$ cat src/rtl/cpu_pkg.sv
// rtl/cpu_pkg.sv - shared width, opcode and state definitions for the execution controller
package cpu_pkg;

    localparam int WIDTH = 4;

    typedef enum logic [2:0] {
        LOAD = 3'b000,
        ADD  = 3'b001,
        SUB  = 3'b010,
        AND  = 3'b011,
        OR   = 3'b100,
        XOR  = 3'b101,
        SHL  = 3'b110,
        NOP  = 3'b111
    } opcode_t;

    typedef enum logic [1:0] {
        IDLE  = 2'b00,
        EXEC  = 2'b01,
        WRITE = 2'b10
    } state_t;

endpackage

$ cat src/rtl/alu4.sv
// rtl/alu4.sv - combinational ALU for the single-cycle opcodes
// Ports:
//   a      : accumulator operand (captured R value)
//   b      : immediate operand
//   opcode : operation select; LOAD..XOR are meaningful, others pass a through
//   y      : result, modulo 2^WIDTH
//   cout   : carry-out for ADD, borrow for SUB, 0 otherwise
module alu4
    import cpu_pkg::*;
(
    input  logic [WIDTH-1:0] a,
    input  logic [WIDTH-1:0] b,
    input  opcode_t          opcode,
    output logic [WIDTH-1:0] y,
    output logic             cout
);

    logic [WIDTH:0] w_sum;

    assign w_sum = {1'b0, a} + {1'b0, b};

    always_comb begin
        y    = a;
        cout = 1'b0;
        case (opcode)
            LOAD: y = b;
            ADD: begin
                y    = w_sum[WIDTH-1:0];
                cout = w_sum[WIDTH];
            end
            SUB: begin
                y    = a - b;
                cout = (a < b);
            end
            AND:     y = a & b;
            OR:      y = a | b;
            XOR:     y = a ^ b;
            default: y = a;
        endcase
    end

endmodule

$ cat src/rtl/cpu_exec_ctrl.sv
// rtl/cpu_exec_ctrl.sv - instruction execution controller driving the R register load port
// Ports:
//   clk, rst_n          : clock shared with R register, async active-low reset
//   instr_valid/ready   : instruction handshake; opcode/operand sampled on accept
//   R                   : current R register value, captured as accumulator on accept
//   S, R_EN             : registered result and one-cycle load enable for R
//   carry, zero         : flags of the most recent write
//   done                : one-cycle pulse when an instruction retires
module cpu_exec_ctrl
    import cpu_pkg::*;
(
    input  logic             clk,
    input  logic             rst_n,
    input  logic             instr_valid,
    output logic             instr_ready,
    input  logic [2:0]       opcode,
    input  logic [WIDTH-1:0] operand,
    input  logic [WIDTH-1:0] R,
    output logic [WIDTH-1:0] S,
    output logic             R_EN,
    output logic             carry,
    output logic             zero,
    output logic             done
);

    state_t           r_state;
    opcode_t          r_op;
    logic [WIDTH-1:0] r_operand;
    logic [WIDTH-1:0] r_acc;
    logic [1:0]       r_cnt;
    logic             r_shc;      // last bit shifted out during SHL
    logic             r_pend_c;   // carry waiting to be committed at the end of WRITE
    logic [WIDTH-1:0] r_s;
    logic             r_carry;
    logic             r_zero;

    logic [WIDTH-1:0] w_y;
    logic             w_cout;

    alu4 u_alu (
        .a      (r_acc),
        .b      (r_operand),
        .opcode (r_op),
        .y      (w_y),
        .cout   (w_cout)
    );

    // Decoded from the state register so reset removes R_EN/done immediately.
    assign instr_ready = rst_n && (r_state == IDLE);
    assign R_EN        = (r_state == WRITE);
    assign done        = (r_state == WRITE) || ((r_state == EXEC) && (r_op == NOP));
    assign S           = r_s;
    assign carry       = r_carry;
    assign zero        = r_zero;

    always_ff @(posedge clk or negedge rst_n) begin
        if (!rst_n) begin
            r_state   <= IDLE;
            r_op      <= LOAD;
            r_operand <= '0;
            r_acc     <= '0;
            r_cnt     <= 2'd0;
            r_shc     <= 1'b0;
            r_pend_c  <= 1'b0;
            r_s       <= '0;
            r_carry   <= 1'b0;
            r_zero    <= 1'b0;
        end else begin
            case (r_state)
                IDLE: begin
                    if (instr_valid) begin
                        r_op      <= opcode_t'(opcode);
                        r_operand <= operand;
                        r_acc     <= R;
                        r_cnt     <= operand[1:0];
                        r_shc     <= 1'b0;
                        r_state   <= EXEC;
                    end
                end
                EXEC: begin
                    case (r_op)
                        NOP: r_state <= IDLE;
                        SHL: begin
                            if (r_cnt != 2'd0) begin
                                r_acc <= {r_acc[WIDTH-2:0], 1'b0};
                                r_shc <= r_acc[WIDTH-1];
                                r_cnt <= r_cnt - 2'd1;
                            end else begin
                                r_s      <= r_acc;
                                r_pend_c <= r_shc;
                                r_state  <= WRITE;
                            end
                        end
                        default: begin
                            r_s      <= w_y;
                            r_pend_c <= w_cout;
                            r_state  <= WRITE;
                        end
                    endcase
                end
                WRITE: begin
                    r_carry <= r_pend_c;
                    r_zero  <= (r_s == '0);
                    r_state <= IDLE;
                end
                default: r_state <= IDLE;
            endcase
        end
    end

endmodule

$ cat config.mk
export PLATFORM = sky130hd
export DESIGN_NAME = cpu_exec_ctrl
export DESIGN_NICKNAME = d
export VERILOG_FILES = /design/src/rtl/cpu_pkg.sv /design/src/rtl/alu4.sv /design/src/rtl/cpu_exec_ctrl.sv
export SDC_FILE = /design/constraint.sdc
export NUM_CORES = 1
export LEC_CHECK = 0
export CORE_AREA = 2 2 60 62
export CTS_CLUSTER_SIZE = 20
export DETAILED_ROUTE_END_ITERATION = 10
export DIE_AREA = 0 0 62 64
export PLACE_DENSITY = 0.74
export SYNTH_ARGS = -nofsm -noshare
export SYNTH_HDL_FRONTEND = slang
export SYNTH_SLANG_ARGS = --single-unit
$ cat constraint.sdc
create_clock -name clk -period 1.8 [get_ports clk]
set_input_delay 0.18 -clock clk [delete_from_list [all_inputs] [get_ports clk]]
set_output_delay 0.18 -clock clk [all_outputs]
set_load 0.005 [all_outputs]
==> reports/metrics.yaml <==
worst_setup_path:
  required_ns: 2.05
  crit_chain: "inv_2 > ha_4 > inv_2 > fa_2 > o21ai_1 > or2_4 > a21oi_2 > o22ai_1 > o21ai_1"
  crit_fanout: 3
  crit_path_top_delay_cell: "fa_2"
  max_stage_delay_ns: 0.51
  cp.arrival_ns: 2.14
  cpLargestDelayFamily: "adder cells"
  crit_type: "flip-flop to flip-flop"
  cp-start-kind: "flip-flop"
  cp_num_buf_inv: 2
  critPathCaptureType: "flip-flop"
yosys:
  synth_warnings: 0
  synthesis.area_mm2: 0.00157
  syn_avg_cell_area_um2: 9.34
  ys_ff_latch: 23
  synthCells: 168
  synth_xor_area_share_pct: 1.67
  synth_edf_count: 0
  synthAdderAreaFrac_pct: 12.9
  synthFlopType: "dfrtp_1"
  ys_types: 48
  synth_top_area_share_pct: 36.7
  ys_async_sr_fraction_pct: 100
  synth_compound_area_share_pct: 20.7
  synthMuxAreaShare_pct: 6.14
  synth-simple-area-share_pct: 14.6
  synth_top_family_by_area: "compound AO/OA/AOI/OAI gates"
  synth-seq-area-share_pct: 36.7
  synth_fp_nets: 197
  yosysTopAreaCell: "dfrtp_1"
  synth.area.top_cells: "dfrtp_1, ha_1, a21oi_1"
sta:
  setup_violations: 2
  fin_ws_ns: -0.0821
  finalCriticalPeriod_ns: 1.88
  finalClockSkew_ns: 0.00518
  tightest_slew_ns: 0.292
  timing.final.hold_violations: 0
  fin_setup_tns_ns: -0.110
  rsz0062_at_grt: "yes"
  clock.fmax_mhz: 531
  slew_headroom_pct: 80.5
  final_max_slew_viol_count: 0
  min_period_over_period_pct: 105
routing:
  drt-total-wl_mm: 3.92
  via_per_inst: 5.32
  drt_iter0_drc: 46
  vias: 1379
  post_drt_wl_per_cell_um: 15.1
  first_pass_iters: 4
  drcViolationCount: 0
  ant_nets: 0
cells_and_area:
  nNetsFinal: 243
  diodes: 0
  area_delta_synth_final_pct: 34.2
  fin_cells: 259
  drive_above_1_share_pct: 30.5
clock_network:
  ctsHtreeMaxLevel: 1
  cts.clk_slew.worst_paths_ns: 0.12
  cts_buffer_depth: 2
  postCtsHoldBufs: 0
  cts_tree: "done"
  clkLatencyLatePin_ns: 0.32
  cts-root-buf: "clkbuf_4"
  cts_buffers: 3
  cts.sinks: 23
die:
  die_w_um: 62
  io_pins: 23
  initial_utilization_pct: 47.8
  die_area_mm2: 0.00397
  die_h_um: 64
  core_region_area_mm2: 0.00328
  floorplan.rows: 21
global_routing:
  grt_pass1_wl_mm: 6.27
  grt_max_degree: 24
  track_usage_pct: 21.2
  overflow: 0
  antenna_found_initial: 0
  grt_pass1_vias: 1342
placement:
  io_buffers: 22
  hpwl_mm: 2.85
  dp.cells: 248
  gp_congestion: 0.890
min_path:
  hp-class: "input pin to async pin"
power_and_ir_drop:
  power.density_mw_per_mm2: 1900
  ir_drop_uv: 930
  p_seq_share_pct: 25.9
  leakage_nw: 0.965
  p_sw_share_pct: 44.5
  clkPwrFrac_pct: 5.9
  intPower_mw: 2.22
  p_sw_mw: 1.78
  pwr-share-comb_pct: 68.1
run:
  drv_cap: 0
outcome:
  violations: "setup timing"
  outcome: "complete, but fails checks"
==> power by group through the flow <==
stage	registers, mW	logic [mW]	clock network, mW
detailed placement	1.04	2.43	0
global route	1.07	3.01	0.268
CTS	1.02	2.59	0.246
floorplan	0.919	1.70	0
finish	1.04	2.73	0.237
global placement	1.02	2.39	0
==> layer usage <==
layer,track usage [%],wire [um],up-vias
li1,-,-,675
met4,4.79,48,0
met3,4.25,233,6
met2,35.3,2040,47
met1,27.6,1600,651
met5,0,0,-
==> cells in the final DEF, fill, tap and decap left out, types with 2 or more instances in the layout <==
| cell type | Yosys | routed |
|---|---|---|
| dfrtp_2 | 0 | 3 |
| a21oi_2 | 1 | 2 |
| clkbuf_4 | 0 | 3 |
| nor2b_1 | 4 | 4 |
| nand2b_1 | 4 | 4 |
| o22ai_1 | 3 | 3 |
| mux2i_1 | 4 | 4 |
| inv_1 | 14 | 10 |
| a31oi_1 | 2 | 2 |
| clkdlybuf4s50_1 | 0 | 21 |
| a21oi_1 | 13 | 12 |
| mux2_2 | 5 | 5 |
| xor2_1 | 2 | 2 |
| o221ai_1 | 2 | 2 |
| o21ai_0 | 12 | 9 |
| ha_4 | 0 | 2 |
| buf_4 | 2 | 29 |
| inv_2 | 2 | 6 |
| nor3_1 | 3 | 2 |
| nor2_1 | 7 | 7 |
| nand2_1 | 14 | 14 |
| ha_1 | 13 | 10 |
| nor3b_2 | 1 | 2 |
| dfrtp_1 | 23 | 20 |
| fa_2 | 0 | 2 |
| o21ai_1 | 2 | 5 |
==> registers in the layout, indices dropped and copies added, names as in the netlist <==
register / flops
S: 4
carry: 1
r_acc: 4
r_cnt: 2
r_op: 3
r_operand: 4
r_pend_c: 1
r_shc: 1
r_state: 2
zero: 1
==> final timing paths <==
path,startpoint,endpoint,slack [ns],cells past startpoint
worst max register to register,r_acc[0],S[1],-0.08,9
min in group clk,R[0],r_acc[0],0.40,3
worst min-delay path,rst_n,S[2],0.25,2
max in group asynchronous,rst_n,r_acc[1],1.30,2
worst min register to register,r_shc,r_shc,0.52,2
worst max-delay path,r_acc[0],S[1],-0.08,9
==> timing repair <==
| item | 4_1_cts | 5_1_grt |
|---|---|---|
| resized for setup | 7 | 11 |
| pin swaps | 1 | 1 |
| cloned | 0 | 0 |
| buffers inserted | 7 | 0 |
| endpoints found under the setup margin | 4 | 6 |
==> stage by stage <==
step	total power, mW	setup WS, ns	instance area, um^2	hold slack (ns)	utilization (%)
after floorplan	2.62	0.0166	1590	-0.116	-
after global placement	3.41	-0.0148	1970	0.476	60.1
after detailed placement	3.47	-0.0737	1970	0.496	60.1
after CTS	3.85	-0.0659	2070	0.299	62.9
after global routing	4.36	-0.164	2110	0.261	64.1
final	4.01	-0.0821	2110	0.251	64.1
==> cells in the mapped netlist, types with 2 or more instances <==
cell type,n
xor2_1,2
a31oi_1,2
inv_1,14
mux2i_1,4
nand2_1,14
dfrtp_1,23
o221ai_1,2
nor3_1,3
a21oi_1,13
o21ai_0,12
a211oi_1,2
ha_1,13
inv_2,2
mux2_2,5
o22ai_1,3
nor2b_1,4
buf_2,7
buf_4,2
nand2b_1,4
o21ai_1,2
fa_1,2
nor2_1,7
==> cell families (layout without fill, tap and decap cells) <==
kind of cell | count (synthesis) | after routing
xor gates and xnor gates | 3 | 3
buffers and inverters | 26 | 71
and+or+nand+nor | 42 | 42
DFF | 23 | 23
AOI/OAI and AO/OA | 50 | 50
muxes | 9 | 9
adders and majority gates | 15 | 15
==> final cells by class <==
type | instances | area, um^2
fillers | 261 | 1180
clock inverters | 1 | 5.00
multi-input cells | 119 | 941
flip-flops and latches | 23 | 579
inverters | 16 | 60.1
clock buffers | 3 | 22.5
repair buffers | 51 | 440
well taps | 46 | 57.6
Power figures use the tool's default switching activity.
